### src/rtl/riscv_pkg.sv
// rtl/riscv_pkg.sv - shared widths, constants and fetch state encoding
package riscv_pkg;

    localparam int XLEN   = 32;
    localparam int INST_W = 32;

    localparam logic [XLEN-1:0]   PC_INC    = 32'd4;
    localparam logic [INST_W-1:0] HALT_INST = 32'h0000_0000;

    typedef enum logic [1:0] {
        ST_BOOT = 2'd0,
        ST_RUN  = 2'd1,
        ST_HALT = 2'd2
    } fetch_state_t;

endpackage

### src/rtl/fetch_fifo.sv
// rtl/fetch_fifo.sv - circular fetch buffer holding {pc, inst} pairs
module fetch_fifo #(
    parameter int WIDTH = 64,
    parameter int DEPTH = 2
) (
    input  logic                       clk,
    input  logic                       rst,
    input  logic                       push,
    input  logic [WIDTH-1:0]           push_data,
    input  logic                       pop,
    input  logic                       flush,
    output logic                       full,
    output logic                       empty,
    output logic [$clog2(DEPTH):0]     count,
    output logic [WIDTH-1:0]           head_data
);

    localparam int AW = $clog2(DEPTH);

    logic [WIDTH-1:0] mem [DEPTH];
    logic [AW-1:0]    wptr;
    logic [AW-1:0]    rptr;
    logic             do_push;
    logic             do_pop;

    // Flush wins over everything; full/empty guard the pointers.
    assign do_push   = push && !full && !flush;
    assign do_pop    = pop && !empty && !flush;
    assign full      = (count == (AW+1)'(DEPTH));
    assign empty     = (count == '0);
    assign head_data = mem[rptr];

    // Storage array needs no reset; validity is tracked by count.
    always_ff @(posedge clk) begin
        if (do_push) begin
            mem[wptr] <= push_data;
        end
    end

    // Pointer and occupancy bookkeeping; pointers wrap naturally.
    always_ff @(posedge clk or negedge rst) begin
        if (!rst) begin
            wptr  <= '0;
            rptr  <= '0;
            count <= '0;
        end else if (flush) begin
            wptr  <= '0;
            rptr  <= '0;
            count <= '0;
        end else begin
            if (do_push) begin
                wptr <= wptr + AW'(1);
            end
            if (do_pop) begin
                rptr <= rptr + AW'(1);
            end
            count <= count + (AW+1)'(do_push) - (AW+1)'(do_pop);
        end
    end

endmodule

### src/rtl/inst_fetch.sv
// rtl/inst_fetch.sv - instruction fetch initiator with PC, FSM and fetch buffer
module inst_fetch
    import riscv_pkg::*;
#(
    parameter logic [31:0] RESET_PC   = 32'h0000_0000,
    parameter int          FIFO_DEPTH = 2
) (
    input  logic              clk,
    input  logic              rst,
    output logic [XLEN-1:0]   imem_addr,
    output logic              imem_req,
    input  logic [INST_W-1:0] imem_inst,
    input  logic              imem_valid,
    input  logic              redirect_valid,
    input  logic [XLEN-1:0]   redirect_pc,
    output logic              out_valid,
    input  logic              out_ready,
    output logic [XLEN-1:0]   out_pc,
    output logic [INST_W-1:0] out_inst,
    output logic              halted,
    output logic              misalign_err
);

    localparam int CW = $clog2(FIFO_DEPTH) + 1;

    fetch_state_t              state;
    fetch_state_t              state_nxt;
    logic [XLEN-1:0]           pc;
    logic [XLEN-1:0]           pc_nxt;
    logic                      accept;
    logic                      push;
    logic                      pop;
    logic                      fifo_full;
    logic                      fifo_empty;
    logic [CW-1:0]             fifo_count;
    logic [XLEN+INST_W-1:0]    fifo_head;

    fetch_fifo #(
        .WIDTH (XLEN + INST_W),
        .DEPTH (FIFO_DEPTH)
    ) u_fifo (
        .clk       (clk),
        .rst       (rst),
        .push      (push),
        .push_data ({pc, imem_inst}),
        .pop       (pop),
        .flush     (redirect_valid),
        .full      (fifo_full),
        .empty     (fifo_empty),
        .count     (fifo_count),
        .head_data (fifo_head)
    );

    assign imem_addr = pc;
    assign halted    = (state == ST_HALT);
    assign out_valid = (fifo_count != '0);
    assign out_pc    = fifo_empty ? '0 : fifo_head[XLEN+INST_W-1:INST_W];
    assign out_inst  = fifo_empty ? '0 : fifo_head[INST_W-1:0];
    // A pop in the redirect cycle is thrown away with the flush.
    assign pop       = out_valid && out_ready && !redirect_valid;

    // Request/accept decode and next PC/state; redirect overrides all.
    always_comb begin
        state_nxt = state;
        pc_nxt    = pc;
        push      = 1'b0;
        imem_req  = (state == ST_RUN) && !fifo_full && !redirect_valid;
        accept    = imem_req && imem_valid;
        case (state)
            ST_BOOT: state_nxt = ST_RUN;
            ST_RUN: begin
                if (accept && (imem_inst == HALT_INST)) begin
                    state_nxt = ST_HALT;
                end
            end
            ST_HALT: state_nxt = ST_HALT;
            default: state_nxt = ST_BOOT;
        endcase
        if (accept && (imem_inst != HALT_INST)) begin
            push   = 1'b1;
            pc_nxt = pc + PC_INC;
        end
        if (redirect_valid) begin
            pc_nxt    = {redirect_pc[XLEN-1:2], 2'b00};
            state_nxt = ST_RUN;
        end
    end

    // PC, state and misalignment pulse registers.
    always_ff @(posedge clk or negedge rst) begin
        if (!rst) begin
            state        <= ST_BOOT;
            pc           <= RESET_PC;
            misalign_err <= 1'b0;
        end else begin
            state        <= state_nxt;
            pc           <= pc_nxt;
            misalign_err <= redirect_valid && (redirect_pc[1:0] != 2'b00);
        end
    end

endmodule

### config.mk
export PLATFORM = sky130hd
export DESIGN_NAME = inst_fetch
export DESIGN_NICKNAME = d
export VERILOG_FILES = /design/src/rtl/riscv_pkg.sv /design/src/rtl/fetch_fifo.sv /design/src/rtl/inst_fetch.sv
export SDC_FILE = /design/constraint.sdc
export NUM_CORES = 1
export LEC_CHECK = 0
export ABC_AREA = 1
export CAP_MARGIN = 20
export CORE_MARGIN = 4
export CORE_UTILIZATION = 51
export DETAILED_ROUTE_END_ITERATION = 12
export PLACE_DENSITY = 0.84
export SETUP_SLACK_MARGIN = 0.4
export SLEW_MARGIN = 20
export SYNTH_ARGS = -nofsm -noshare
export SYNTH_HDL_FRONTEND = slang
export SYNTH_SLANG_ARGS = --single-unit
### constraint.sdc
create_clock -name clk -period 10.2 [get_ports clk]
set_clock_uncertainty 0.2 [all_clocks]
set_input_delay 2.04 -clock clk [delete_from_list [all_inputs] [get_ports clk]]
set_output_delay 2.04 -clock clk [all_outputs]
set_load 0.005 [all_outputs]
==> flow_summary_export.csv, run 1 <==
group,metric,value,unit
status,status,"finished clean",
worst_setup_path,crit_required,7960,ps
synth,yosysWarnings,0,
floorplanning,dieHeight,129,um
synth,synth-main-ff-cell,"edfxtp_1",
final_layout,antenna_cells,0,
floorplanning,die_w,129,um
final_layout,final_cells,1144,
worst_setup_path,reg2reg_setup_slack,7280,ps
floorplanning,rows,44,
worst_setup_path,cp-end-kind,"output pin",
clock_network,ctsResizeCount,0,
clock_network,cts_setup_buffers,0,
global_routing,grt_pass1_wl,29400,um
timing,post-route-period-util,62.2,%
power,powerDensity,215,nW/um2
timing,slew_violations,0,
synth,yosys.area_share.simple,25.2,%
worst_setup_path,worst_ep_arrival_time,4100,ps
clock_network,clock-root-buffer,"clkbuf_16",
power,finalPower,2130,uW
floorplanning,coreArea,14500,um2
global_routing,grt_pass1_vias,5960,
synth,synth_compound_area_share,6.37,%
timing,max_slew_margin,32.1,%
routing,drc,0,
synth,ys_seq_elements,161,
routing,drtIter0Drc,537,
timing,setup_ws,3860,ps
floorplanning,die_area,16700,um2
job,maxCapViolCount,0,
timing,hold_violations,0,
placement,placed_cell_area,9260,um2
placement,gp_congestion,0.846,
global_routing,antenna_found_initial,0,
clock_network,clock_sinks,161,
timing,worstMarginPinSlew,1020,ps
synth,ys_seq_area_share,61.8,%
routing,vias,6111,
final_layout,fill_cells,1081,
placement,dp_hpwl,12100,um
global_routing,grtUsageTotal,22.6,%
power,p_leak,0.00381,uW
synth,synthMuxAreaShare,0,%
synth,ys_types,31,
timing,min_period,6340,ps
final_layout,stdcell_area,9880,um2
global_routing,overflow,0,
final_layout,nNetsFinal,1022,
worst_setup_path,critPathKind,"input port to output pin",
final_layout,multi_input_area,2550,um2
worst_setup_path,r2r_cells,10,
timing,finalSetupViolations,0,
synth,synth_top_family_by_area,"simple AND/OR/NAND/NOR gates",
clock_network,clk_pin_slew,60,ps
clock_network,hold_buffers,0,
worst_setup_path,start_kind,"input port",
min_path,min_from,"state[1]",
synth,syn_inst,794,
routing,antenna_left,0,
floorplanning,initial_core_util,51.9,%
synth,synth_fa_ha_area_share,0.999,%
power,ir_worst_vdd,0.122,mV
timing,max_freq,0.158,GHz
placement,placedCellCount,1112,
final_layout,area_delta_synth_final,31.4,%
worst_setup_path,startpoint,"redirect_valid",
worst_setup_path,reg2reg_from,"state[1]",
worst_setup_path,cp_max_fo,30,
global_routing,grt_max_degree,65,
final_layout,regArea,4650,um2
clock_network,clk-insertion-delay-late,420,ps
timing,tns,0,ps
placement,port_buffers,164,
routing,routedWlPerCell,16.3,um
synth,synth_edf_count,124,
clock_network,cts_tree,"done",
clock_network,cts_max_level,4,
min_path,worstHoldPathType,"register to register",
routing,wl,18600,um
timing,rsz0062_at_grt,"false",
routing,vias_per_cell,5.34,
synth,async_flop_share,23.0,%
synth,avgSynthCellArea,9.47,um2
synth,syn_area,7520,um2
routing,drt_pass1_iterations,5,
floorplanning,io_pins,169,
synth,synth_xor_xnor_area_share,0.932,%
min_path,holdPathStages,2,
clock_network,cts-buffers-inserted,17,
placement,pre_cts_ws,3880,ps
clock_network,clockBufferDepth,2,
final_layout,drive_above_1_share,8.33,%
[final cells by class]
| class | count | share of cell area (%) |
|---|---|---|
| inverters | 42 | 1.61 |
| multi-input cells | 556 | 25.8 |
| clock buffers | 19 | 4.59 |
| clock inverters | 13 | 1.63 |
| flip-flops and latches | 161 | 47.1 |
| repair buffers | 169 | 16.9 |
| well taps | 184 | 2.33 |
[synth_stat cells, types with 4 or more instances]
master	count	area (um2)
clkbuf_1	23	86.3
buf_2	4	20.0
nand3_1	69	345
dfrtp_1	37	926
buf_4	5	37.5
nor2_2	5	31.3
a21oi_1	63	315
ha_1	6	75.1
xor2_1	7	61.3
o21ai_0	7	35.0
o21ai_2	7	61.3
nand2_1	286	1070
inv_1	39	146
nor3_1	4	20.0
nand3_2	6	60.1
o21bai_1	4	30.0
nor2_1	64	240
edfxtp_1	124	3720
or2_2	11	68.8
[power breakdown]
part | switching, uW | internal [uW] | total (uW)
Clock | 251 | 397 | 648
Sequential | 79.7 | 808 | 888
Combinational | 308 | 283 | 591
Total | 638 | 1490 | 2130
[worst max-delay path, cell delays in order]
cell,delay [ps]
clkdlybuf4s50_1,950
nor2_2,390
o21a_2,220
clkdlybuf4s50_1,510
[flip-flops by register name, indices dropped and copies added (netlist names)]
register and flops:
u_fifo.count 2, misalign_err 1, u_fifo.rptr 1, u_fifo.mem 124, imem_addr 30, u_fifo.wptr 1, state 2
[layout by cell type, fill, tap and decap left out, types with 3 or more instances in the layout]
master / synthesis / layout
nand2_1: 286 / 286
clkdlybuf4s50_1: 0 / 163
edfxtp_1: 124 / 124
nand3_1: 69 / 69
a21oi_1: 63 / 63
nor2_1: 64 / 62
inv_1: 39 / 38
dfrtp_1: 37 / 36
clkbuf_16: 0 / 17
or2_2: 11 / 11
xor2_1: 7 / 7
o21ai_0: 7 / 7
o21ai_2: 7 / 7
nand3_2: 6 / 6
ha_1: 6 / 6
nor2_2: 5 / 5
buf_4: 5 / 5
clkinv_2: 0 / 4
o21bai_1: 4 / 4
nor3_1: 4 / 4
conb_1: 1 / 4
clkinvlp_4: 0 / 4
inv_2: 3 / 3
nand2_2: 3 / 3
bufinv_16: 0 / 3
clkinv_4: 0 / 3
[kinds of logic after synthesis]
| logic type | count (synthesis) |
|---|---|
| fa+ha+maj | 6 |
| other cells | 1 |
| buf+inv | 80 |
| xor+xnor | 8 |
| simple gates | 453 |
| compound gates | 85 |
| flops | 161 |
[metrics by stage]
step                hold slack [ps]  utilization [%]
CTS                             349             68.2
finish                          346             68.2
global route                    392             68.2
floorplan                       302                -
detailed placement              331             64.0
global placement                338             64.0
[layer usage]
metal / vias up / GRT usage [%] / share of wire (%)
met1: 2911 / 29.6 / 41
met2: 232 / 37.8 / 49
met4: 0 / 8.44 / 2.4
li1: 2936 / - / -
met3: 32 / 4.49 / 7.5
met5: - / 0 / 0
[path summary, 6_finish.rpt]
path	to
worst max-delay path	imem_req
worst min-delay path	state[1]
worst max register to register	u_fifo.mem[0][50]
worst min register to register	state[1]
max in group asynchronous	u_fifo.rptr
min in group asynchronous	imem_addr[28]
(Power assumes the default switching activity.)
==> run 2, diff against run 1 <==
--- a/config.mk
+++ b/config.mk
@@ -8,9 +8,9 @@
 export ABC_AREA = 1
 export CAP_MARGIN = 20
 export CORE_MARGIN = 4
-export CORE_UTILIZATION = 51
+export CORE_UTILIZATION = 46
 export DETAILED_ROUTE_END_ITERATION = 12
-export PLACE_DENSITY = 0.84
+export PLACE_DENSITY = 0.8
 export SETUP_SLACK_MARGIN = 0.4
 export SLEW_MARGIN = 20
 export SYNTH_ARGS = -nofsm -noshare
==> constraint.sdc (replaced) <==
create_clock -name clk -period 5.77 [get_ports clk]
set_clock_uncertainty 0.2 [all_clocks]
set_input_delay 1.154 -clock clk [delete_from_list [all_inputs] [get_ports clk]]
set_output_delay 1.154 -clock clk [all_outputs]
set_load 0.005 [all_outputs]
==> run 2 against run 1 <==
Routed wire length increased by 0.59%. Count of clock-buffer cells in the layout up 1. Sequential share of layout area is 0.12 points lower. Total power increased by 74%.
==> flow_summary_export.csv, run 2 (synthesis results as in run 1) <==
group,metric,value,unit
timing,whs,338,ps
timing,rsz0062_at_grt,"false",
power,pwr-share-comb,28.2,%
routing,vias,6094,
routing,wl,18700,um
clock_network,clock-root-buffer,"clkbuf_16",
routing,drt_pass1_iterations,6,
final_layout,drive_above_1_share,8.11,%
power,powerDensity,374,nW/um2
global_routing,grt_pass1_vias,5773,
final_layout,antenna_cells,0,
clock_network,cts_tree,"done",
min_path,worstHoldPathType,"register to register",
power,clockPowerShare,29.2,%
placement,dp_hpwl,12400,um
global_routing,grtUsageTotal,20.5,%
timing,worstMarginPinSlew,992,ps
timing,min_period,4060,ps
worst_setup_path,cp_cell_sequence,"clkdlybuf4s50_1 -> buf_4 -> nor2_2 -> o21a_2 -> clkdlybuf4s50_1",
floorplanning,die_w,136,um
worst_setup_path,r2r_cells,10,
floorplanning,dieHeight,136,um
power,p_leak,0.00379,uW
job,maxCapViolCount,0,
worst_setup_path,critPathKind,"input port to output pin",
global_routing,overflow,0,
timing,tns,0,ps
worst_setup_path,start_kind,"input port",
routing,vias_per_cell,5.17,
timing,post-route-period-util,70.3,%
worst_setup_path,crit_path_frequent_cell,"clkdlybuf4s50_1",
global_routing,grt_pass1_wl,29400,um
final_layout,regMostFlops,"u_fifo.mem",
min_path,holdPathStages,2,
power,power.internal,2570,uW
worst_setup_path,crit_required,4420,ps
power,sequentialPowerShare,42.5,%
floorplanning,io_pins,169,
routing,drc,0,
routing,antenna_left,0,
final_layout,area_delta_synth_final,31.7,%
power,ir_worst_vdd,0.231,mV
routing,drtIter0Drc,544,
clock_network,clockBufferDepth,2,
clock_network,cts_max_level,4,
worst_setup_path,worst-path-stages,5,
timing,max_freq,0.246,GHz
final_layout,largest_register_ffs,124,
clock_network,clock_sinks,161,
timing,slew_violations,0,
worst_setup_path,crit_path_max_incr_delay,540,ps
global_routing,antenna_found_initial,0,
clock_network,clk_pin_slew,60,ps
placement,gp_congestion,0.905,
final_layout,final_cell_mix,"nand2_1 (286), clkdlybuf4s50_1 (163), edfxtp_1 (124)",
power,p_sw_share,30.7,%
clock_network,hold_buffers,0,
clock_network,cts_setup_buffers,0,
floorplanning,initial_core_util,47.2,%
clock_network,ctsResizeCount,0,
placement,port_buffers,164,
clock_network,cts-buffers-inserted,17,
global_routing,grt_max_degree,64,
floorplanning,rows,46,
worst_setup_path,cp-end-kind,"output pin",
timing,max_slew_margin,33.7,%
worst_setup_path,cpMaxStageDelayCell,"clkdlybuf4s50_1",
worst_setup_path,crit_buf_inv,3,
floorplanning,coreArea,15900,um2
routing,routedWlPerCell,15.9,um
worst_setup_path,cp_top_family,"buffers and inverters",
timing,hold_violations,0,
final_layout,layout_commonest_cell,"nand2_1",
status,status,"finished clean",
power,power_switching,1140,uW
worst_setup_path,worst_ep_arrival_time,2700,ps
timing,finalSetupViolations,0,
floorplanning,die_area,18500,um2
worst_setup_path,cp_max_fo,30,
final_layout,nNetsFinal,1024,
clock_network,clk-insertion-delay-late,420,ps
==> run 2: cell count changes in the layout (fill, tap and decap cells not counted), sizes merged <==
cell and change:
clkinv -2, buf +2, clkbuf +1, inv +1, bufinv -1, clkinvlp +1
==> run 2: path summary, 6_finish.rpt <==
kind | slack, ps | from | to
setup / recovery | 1710 | redirect_valid | imem_req
hold / removal | 340 | state[1] | state[1]
setup reg to reg | 2740 | state[1] | u_fifo.mem[0][60]
hold reg to reg | 340 | state[1] | state[1]
max in group asynchronous | 4100 | rst | u_fifo.rptr
min in group asynchronous | 640 | rst | imem_addr[30]
==> run 2: stage by stage <==
step | total power, uW | utilization [%] | setup slack (ps) | cells | cell area (um2)
finish | 3700 | 62.1 | 1710 | 1178 | 9900
global route | 3900 | 62.1 | 1550 | 1178 | 9900
CTS | 3730 | 62.1 | 1720 | 1178 | 9900
detailed placement | 2650 | 58.5 | 1480 | 1146 | 9330
global placement | 2620 | 58.5 | 1610 | 1146 | 9330
floorplan | 2050 | - | 632 | 797 | 7530
==> run 2: cell type report <==
class / count / area [um2]
Timing Repair Buffer: 171 / 1700
Fill cell: 1300 / 6040
Tap cell: 216 / 270
Clock inverter: 12 / 136
Multi-Input combinational cell: 556 / 2550
Clock buffer: 20 / 437
Inverter: 42 / 159
Sequential cell: 161 / 4650
==> run 2: tightest hold or removal path, delay by kind of cell, from the launching register on <==
| kind | cells | cell delay, ps |
|---|---|---|
| simple gates | 2 | 150 |
| flops | 1 | 360 |
==> run 2: routing by layer <==
metal | global-route usage, % | share of wire (%) | vias to the layer above
met5 | 0 | 0 | -
met4 | 5.88 | 1.3 | 0
met2 | 33.4 | 48 | 254
met1 | 27.7 | 42 | 2880
li1 | - | - | 2939
met3 | 4.70 | 9.2 | 21
==> run 2: power groups by stage <==
| stage | combinational, uW | clock [uW] | sequential [uW] |
|---|---|---|---|
| 2_1_floorplan | 503 | 0 | 1550 |
| 3_3_place_gp | 1030 | 0 | 1590 |
| 3_5_place_dp | 1050 | 0 | 1590 |
| 4_1_cts | 1060 | 1090 | 1570 |
| 5_1_grt | 1160 | 1140 | 1590 |
| 6_report | 1050 | 1080 | 1570 |
==> run 3, diff against run 2 <==
--- a/config.mk
+++ b/config.mk
@@ -8,9 +8,9 @@
 export ABC_AREA = 1
 export CAP_MARGIN = 20
 export CORE_MARGIN = 4
-export CORE_UTILIZATION = 46
+export CORE_UTILIZATION = 51
 export DETAILED_ROUTE_END_ITERATION = 12
-export PLACE_DENSITY = 0.8
+export PLACE_DENSITY = 0.84
 export SETUP_SLACK_MARGIN = 0.4
 export SLEW_MARGIN = 20
 export SYNTH_ARGS = -nofsm -noshare
==> constraint.sdc (replaced) <==
create_clock -name clk -period 4.2 [get_ports clk]
set_clock_uncertainty 0.2 [all_clocks]
set_input_delay 0.84 -clock clk [delete_from_list [all_inputs] [get_ports clk]]
set_output_delay 0.84 -clock clk [all_outputs]
set_load 0.005 [all_outputs]
==> run 3 against run 2 <==
Register-to-register slack worse by 1400 ps. Total power rose by 36%. Hold slack improved by 4.0 ps. Sequential power is 38% higher. Via count is 1.2% higher. Clock power up 32%. Worst setup slack lost 970 ps. Sequential share of layout area grew 0.053 points. Count of clock-buffer cells in the layout is 2 higher. Die area decreased by 9.2%. Critical endpoint is now out_pc[17]. Largest cell class unchanged.
==> flow_summary_export.csv, run 3 (synthesis results as in run 1) <==
group,metric,value,unit
floorplanning,coreArea,14500,um2
clock_network,clk_pin_slew,60,ps
worst_setup_path,worst-path-stages,5,
final_layout,nNetsFinal,1031,
clock_network,cts_max_level,4,
worst_setup_path,crit_path_max_incr_delay,580,ps
timing,hold_violations,0,
placement,port_buffers,164,
clock_network,cts_setup_buffers,0,
placement,dp_hpwl,12600,um
final_layout,drive_above_1_share,8.77,%
worst_setup_path,reg2reg_from,"state[1]",
min_path,worstHoldPathType,"input port to asynchronous set/reset pin",
floorplanning,die_w,129,um
clock_network,clockBufferDepth,2,
clock_network,clk-insertion-delay-late,420,ps
timing,worstMarginPinSlew,875,ps
final_layout,antenna_cells,0,
worst_setup_path,start_kind,"register",
routing,drtIter0Drc,530,
clock_network,clock_sinks,161,
routing,drt_pass1_iterations,5,
global_routing,grt_pass1_vias,6079,
clock_network,hold_buffers,0,
routing,vias,6168,
clock_network,cts_tree,"done",
timing,min_period,3460,ps
worst_setup_path,reg2reg_setup_slack,1380,ps
final_layout,final_cell_mix,"nand2_1 (286), clkdlybuf4s50_1 (163), edfxtp_1 (124)",
global_routing,antenna_found_initial,0,
timing,finalSetupViolations,0,
worst_setup_path,startpoint,"u_fifo.rptr",
floorplanning,initial_core_util,51.9,%
clock_network,ctsResizeCount,0,
timing,max_slew_margin,41.6,%
global_routing,overflow,0,
floorplanning,die_area,16700,um2
worst_setup_path,cp_top_family,"buffers and inverters",
worst_setup_path,critPathKind,"register to output pin",
worst_setup_path,worst_ep_arrival_time,2420,ps
routing,antenna_left,0,
worst_setup_path,cp-end-kind,"output pin",
timing,tns,0,ps
floorplanning,io_pins,169,
worst_setup_path,crit_required,3160,ps
final_layout,area_delta_synth_final,31.6,%
clock_network,clock-root-buffer,"clkbuf_16",
global_routing,grt_pass1_wl,29900,um
worst_setup_path,cp_cell_sequence,"inv_2 -> buf_4 -> nand2_1 -> a21oi_1 -> clkdlybuf4s50_1",
clock_network,cts-buffers-inserted,17,
routing,wl,18700,um
worst_setup_path,cpMaxStageDelayCell,"clkdlybuf4s50_1",
timing,post-route-period-util,82.3,%
global_routing,grt_max_degree,64,
timing,slew_violations,0,
final_layout,layout_commonest_cell,"nand2_1",
floorplanning,dieHeight,129,um
job,maxCapViolCount,0,
power,powerDensity,509,nW/um2
timing,max_freq,0.289,GHz
final_layout,largest_register_ffs,124,
routing,vias_per_cell,5.35,
routing,drc,0,
worst_setup_path,r2r_cells,10,
global_routing,grtUsageTotal,22.9,%
power,ir_worst_vdd,0.291,mV
placement,placed_cell_area,9340,um2
floorplanning,rows,44,
status,status,"finished clean",
timing,rsz0062_at_grt,"false",
final_layout,regMostFlops,"u_fifo.mem",
routing,routedWlPerCell,16.2,um
placement,gp_congestion,0.883,
worst_setup_path,cp_max_fo,35,
final_layout,stdcell_area,9890,um2
worst_setup_path,crit_buf_inv,3,
power,p_leak,0.00383,uW
-- run 3: layout make-up --
type | instances | area [um2]
clock buffers | 22 | 464
clock inverters | 10 | 86.3
fillers | 1126 | 4590
inverters | 42 | 158
multi-input cells | 556 | 2550
flip-flops and latches | 161 | 4650
well taps | 184 | 230
repair buffers | 178 | 1750
-- run 3: routing by layer --
layer  wire [um]  up-vias  part of all wire [%]  global-route usage (%)
met4         347        0                   1.9                    7.95
met2        9120      247                    49                    38.8
met5           0        -                     0                       0
li1            -     2953                     -                       -
met1        7850     2935                    42                    29.3
met3        1390       33                   7.4                    5.15
-- run 3: path summary, 6_finish.rpt --
| check | end |
|---|---|
| max in group asynchronous | u_fifo.rptr |
| worst min register to register | state[1] |
| min in group clk | state[1] |
| worst min-delay path | imem_addr[13] |
| worst max register to register | u_fifo.mem[0][49] |
| worst max-delay path | out_pc[17] |
-- run 3: worst reg2reg max path, stage by stage (launching register included) --
cell and delay [ps]:
dfrtp_1 400, inv_1 90, ha_1 150, inv_1 50, nor2_2 140, o21a_2 170, nand2_1 80, nor2_1 150
nand2_1 110, inv_2 280, buf_4 600
-- run 3: per-stage QoR --
step | setup WS, ps | hold WS (ps) | cells | power, uW | util [%]
2_1_floorplan | 422 | 302 | 797 | 2820 | -
3_3_place_gp | 700 | 329 | 1121 | 3600 | 64.5
3_5_place_dp | 679 | 345 | 1121 | 3650 | 64.5
4_1_cts | 676 | 352 | 1153 | 5070 | 68.3
5_1_grt | 569 | 388 | 1153 | 5310 | 68.3
6_report | 742 | 342 | 1153 | 5030 | 68.3
-- run 3: power by group --
group,leakage [uW],internal [uW],total [uW],switching [uW]
Clock,0.000267,841,1430,586
Sequential,0.00159,1960,2160,197
Combinational,0.00197,704,1450,744
==> edit 1 (flow settings as in run 2) <==
Change the parameter `FIFO_DEPTH` from 2 to 4.
--- a/src/rtl/inst_fetch.sv
+++ b/src/rtl/inst_fetch.sv
@@ -5,3 +5,3 @@
     parameter logic [31:0] RESET_PC   = 32'h0000_0000,
-    parameter int          FIFO_DEPTH = 2
+    parameter int          FIFO_DEPTH = 4
 ) (
Check against the original RTL: not equivalent (a bounded check fails within 4 cycles, from zero or initial values and one cycle with rst low).
==> edit 1 against run 2 <==
Global-route usage fell by 0.33 points. Area after synthesis is 67% higher. Worst setup slack got worse by 590 ps. Critical path depth up 1. Critical endpoint is now out_inst[21]. Utilization down 4.4 points. Wire length grew 67%. Fmax decreased by 13%. Critical path type is now flip-flop to primary output. Power increased by 85%. Design area is 57% higher. Clock power is 84% higher. Sequential cell count rose by 127.
==> edit 1: results (changes against run 2) <==
- Leak pwr: 5.60 nW (was 3.79 nW)
- Ys async rst share: 13.9% (was 23.0%)
- M1 WL: 12900 um (was 7770 um)
- Peak supply drop: 0.240 mV (was 0.231 mV)
- Largest net degree at the start of global routing: 92 (was 64)
- Fin crit period: 4650 ps (was 4060 ps)
- Routed wl met3: 2350 um (was 1720 um)
- Global routing usage on met1: 26.7% (was 27.7%)
- Via count: 9312 (was 6094)
- Cts bufs inserted: 28 (was 17)
- Pre-CTS setup slack: 1360 ps (was 1480 ps)
- RePlAce Congestion: 0.902 (was 0.905)
- Worst setup endpoint: out_inst[21] (was imem_req)
- Via count of the first global-routing pass: 9175 (was 5773)
- Die W: 173 um (was 136 um)
- CP Max Fanout: 90 (was 30)
- Placed instance area: 14500 sq um (was 9330 sq um)
- Hold_sp: state[0] (was state[1])
- Number of flops mapped to enable cells by yosys: 248 (was 124)
- Total track usage: 20.1% (was 20.5%)
- R2r setup slk: 2080 ps (was 2740 ps)
- Non-Filler Instances: 1728 (was 1178)
- Mapped Cells: 1217 (was 794)
- GR met3 Demand/Resource: 3.82% (was 4.70%)
- Layout cell share with drive strength beyond 1: 5.84% (was 8.11%)
- Outcome: finished, final reports clean (unchanged)
- Worst r2r path cells: 13 (was 10)
- Clock Path Buffers: 3 (was 2)
- Hold Crit Endpoint: state[0] (was state[1])
edit 1: cell count changes in the layout (fill, tap and decap cells not counted), moves of 6 or more:
cell	before	now
nand3_1	69	51
nand2_1	286	193
or2_2	11	2
nand3_2	6	0
edfxtp_1	124	248
nor2_1	62	319
nand3b_1	0	7
o21ai_0	7	131
o21ai_2	7	0
o21ai_1	0	13
clkbuf_16	17	29
edit 1: critical path: stages, from the launching register on:
cell,delay [ps]
dfrtp_4,700
buf_4,850
nor2_1,140
nor2_1,130
o21ai_0,130
a21oi_1,240
clkdlybuf4s50_1,550
edit 1: power groups by stage:
| stage | Clock, mW | Combinational, mW | Sequential, mW |
|---|---|---|---|
| after floorplan | 0 | 1.04 | 2.66 |
| after global placement | 0 | 2.09 | 2.75 |
| after detailed placement | 0 | 2.13 | 2.76 |
| after CTS | 2.02 | 2.14 | 2.71 |
| after global routing | 2.11 | 2.35 | 2.74 |
| final | 1.99 | 2.13 | 2.72 |
edit 1: layout make-up:
type | instances | area (sq um) | area share [%]
clock buffer | 31 | 733 | 4.72
clock inverter | 21 | 284 | 1.83
inverter | 43 | 170 | 1.10
multi-input combinational | 827 | 3700 | 23.8
sequential | 288 | 8450 | 54.5
tap | 341 | 427 | 2.75
timing repair buffer | 177 | 1760 | 11.3
edit 1: cells by family after synthesis:
| family | count (synthesis) | synth area share, % |
|---|---|---|
| fa+ha+maj | 11 | 1.16 |
| other cells | 1 | 0.0298 |
| simple gates | 590 | 18.7 |
| flops | 288 | 67.2 |
| buf+inv | 105 | 3.67 |
| xor+xnor | 4 | 0.279 |
| compound gates | 218 | 8.90 |
==> edit 2 (settings of run 2) <==
Made on the original files. Re-encode `fetch_state_t` (3 states) as one-hot, 3 bits wide.
--- a/src/rtl/riscv_pkg.sv
+++ b/src/rtl/riscv_pkg.sv
@@ -9,6 +9,6 @@
 
-    typedef enum logic [1:0] {
-        ST_BOOT = 2'd0,
-        ST_RUN  = 2'd1,
-        ST_HALT = 2'd2
+    typedef enum logic [2:0] {
+        ST_BOOT = 3'b001,
+        ST_RUN  = 3'b010,
+        ST_HALT = 3'b100
     } fetch_state_t;
Check against the original RTL: same outputs for any inputs over 4 cycles, from zero or initial values and one cycle with rst low; so few cycles prove little.
==> edit 2 against run 2 <==
Design area is 0.37% higher. Sequential share of layout area is 0.093 points higher. Critical endpoint is now out_inst[10]. Critical path depth shrank 1. Wire length grew 4.1%. Worst setup slack worse by 11 ps. Global-route usage is 1.0 points higher. Area after synthesis decreased by 0.13%. Power decreased by 9.4%. Largest cell class unchanged. Sequential cell count increased by 1. Non-clock buffer count is 1 lower.
==> edit 2: results (changes against run 2) <==
- Outcome: finished, final reports clean (unchanged)
- Layout cell share with drive strength beyond 1: 7.22% (was 8.11%)
- Setup bufs post-CTS: 0 (unchanged)
- Peak supply drop: 0.244 mV (was 0.231 mV)
- Antenna violations before repair: 0 (unchanged)
- Placed instance area: 9330 sq um (about the same)
- Post-cts sizing count: 0 (unchanged)
- Post-synth top cells: 300 x nand2_1, 124 x edfxtp_1, 73 x nand3_1 (was 286 x nand2_1, 124 x edfxtp_1, 69 x nand3_1)
- Via count of the first global-routing pass: 6024 (was 5773)
- Slowest stage delay, CP: 850 ps (was 540 ps)
- Leak pwr: 3.81 nW (was 3.79 nW)
- Hold buffer count at CTS: 0 (unchanged)
- Drt pass-1 iters: 5 (was 6)
- Worst Path Arrival: 2720 ps (was 2700 ps)
- Number of flops mapped to enable cells by yosys: 124 (unchanged)
- Reg area: 4680 sq um (was 4650 sq um)
- Initial drt markers: 418 (was 544)
- Synth area leaders: edfxtp_1 50%, nand2_1 15%, dfrtp_1 12% (was edfxtp_1 50%, nand2_1 14%, dfrtp_1 12%)
- First-pass GRT wire length: 30500 um (was 29400 um)
- Biggest register: u_fifo.mem (unchanged)
- Number of fill cells in the layout: 1343 (was 1300)
- RePlAce Congestion: 0.905 (about the same)
- Worst-path cell with the longest stage delay: nor2_4 (was clkdlybuf4s50_1)
- Clock Latency Late Sink: 420 ps (about the same)
- Ys async rst share: 23.5% (was 23.0%)
- Yosys warns: 0 (unchanged)
- Clock Path Buffers: 2 (unchanged)
- Clk root buf: clkbuf_16 (unchanged)
- Pre-CTS setup slack: 1480 ps (about the same)
- Non-Filler Instances: 1187 (was 1178)
- Worst-path clk slew: 60 ps (about the same)
- Post-synthesis sequential area ratio: 62.3% (was 61.8%)
- Total track usage: 21.5% (was 20.5%)
- Switching power: 919 uW (was 1.14 mW)
- Cts bufs inserted: 17 (unchanged)
- WL final: 19500 um (was 18700 um)
- CP Max Fanout: 39 (was 30)
- Delay-heaviest family, CP: buffers and inverters (unchanged)
- Largest net degree at the start of global routing: 64 (unchanged)
- HP Class: flip-flop to flip-flop (unchanged)
- Nets: 1030 (was 1024)
- Buffers on Ports: 164 (unchanged)
- Yosys cell types: 33 (was 31)
- Slew @ Worst Pin: 1070 ps (was 992 ps)
- Main flop type after synthesis: edfxtp_1 (unchanged)
- Dpl hpwl: 12900 um (was 12400 um)
- CTS H-tree depth: 4 (unchanged)
- Number of flip-flops in the largest register: 124 (unchanged)
- Mean Syn Cell Area: 9.34 sq um (was 9.47 sq um)
- # placed instances: 1155 (was 1146)
- Via count: 6061 (was 6094)
edit 2: worst paths after layout:
check,start,to,slack [ps],cells past startpoint
min in group asynchronous,rst,imem_addr[18],670,1
max in group asynchronous,rst,u_fifo.rptr,4070,1
worst max-delay path,u_fifo.count[1],out_inst[10],1700,4
worst max register to register,state[2],u_fifo.mem[0][54],2660,8
worst min register to register,imem_addr[5],u_fifo.mem[0][37],340,0
worst min-delay path,imem_addr[5],u_fifo.mem[0][37],340,0
edit 2: cell type report:
| cell class | instances | share of cell area (%) |
|---|---|---|
| Clock inverter | 14 | 1.88 |
| Clock buffer | 17 | 4.28 |
| Timing Repair Buffer | 170 | 17.0 |
| Tap cell | 216 | 2.72 |
| Multi-Input combinational cell | 564 | 25.4 |
| Sequential cell | 162 | 47.1 |
| Inverter | 43 | 1.62 |
| Antenna cell | 1 | 0.0252 |
edit 2: metal layers:
layer	global-route usage, %	wire length, um
met1	27.6	8340
met2	36.1	9400
met3	5.42	1450
met4	6.38	275
met5	0	0
edit 2: cells by family (layout without fill, tap and decap cells):
kind of cell / Yosys count / in the layout / synth area share (%)
compound gates: 85 / 85 / 6.42
simple gates: 467 / 467 / 25.6
xor+xnor: 5 / 5 / 0.583
other cells: 1 / 5 / 0.0499
buf+inv: 81 / 244 / 4.58
fa+ha+maj: 3 / 3 / 0.500
flops: 162 / 162 / 62.3
edit 2: power groups by stage:
stage	Combinational [mW]	Sequential [mW]	Clock, mW
6_report	0.718	1.47	1.17
5_1_grt	0.795	1.48	1.23
4_1_cts	0.725	1.47	1.18
3_5_place_dp	0.720	1.49	0
3_3_place_gp	0.700	1.49	0
2_1_floorplan	0.333	1.47	0
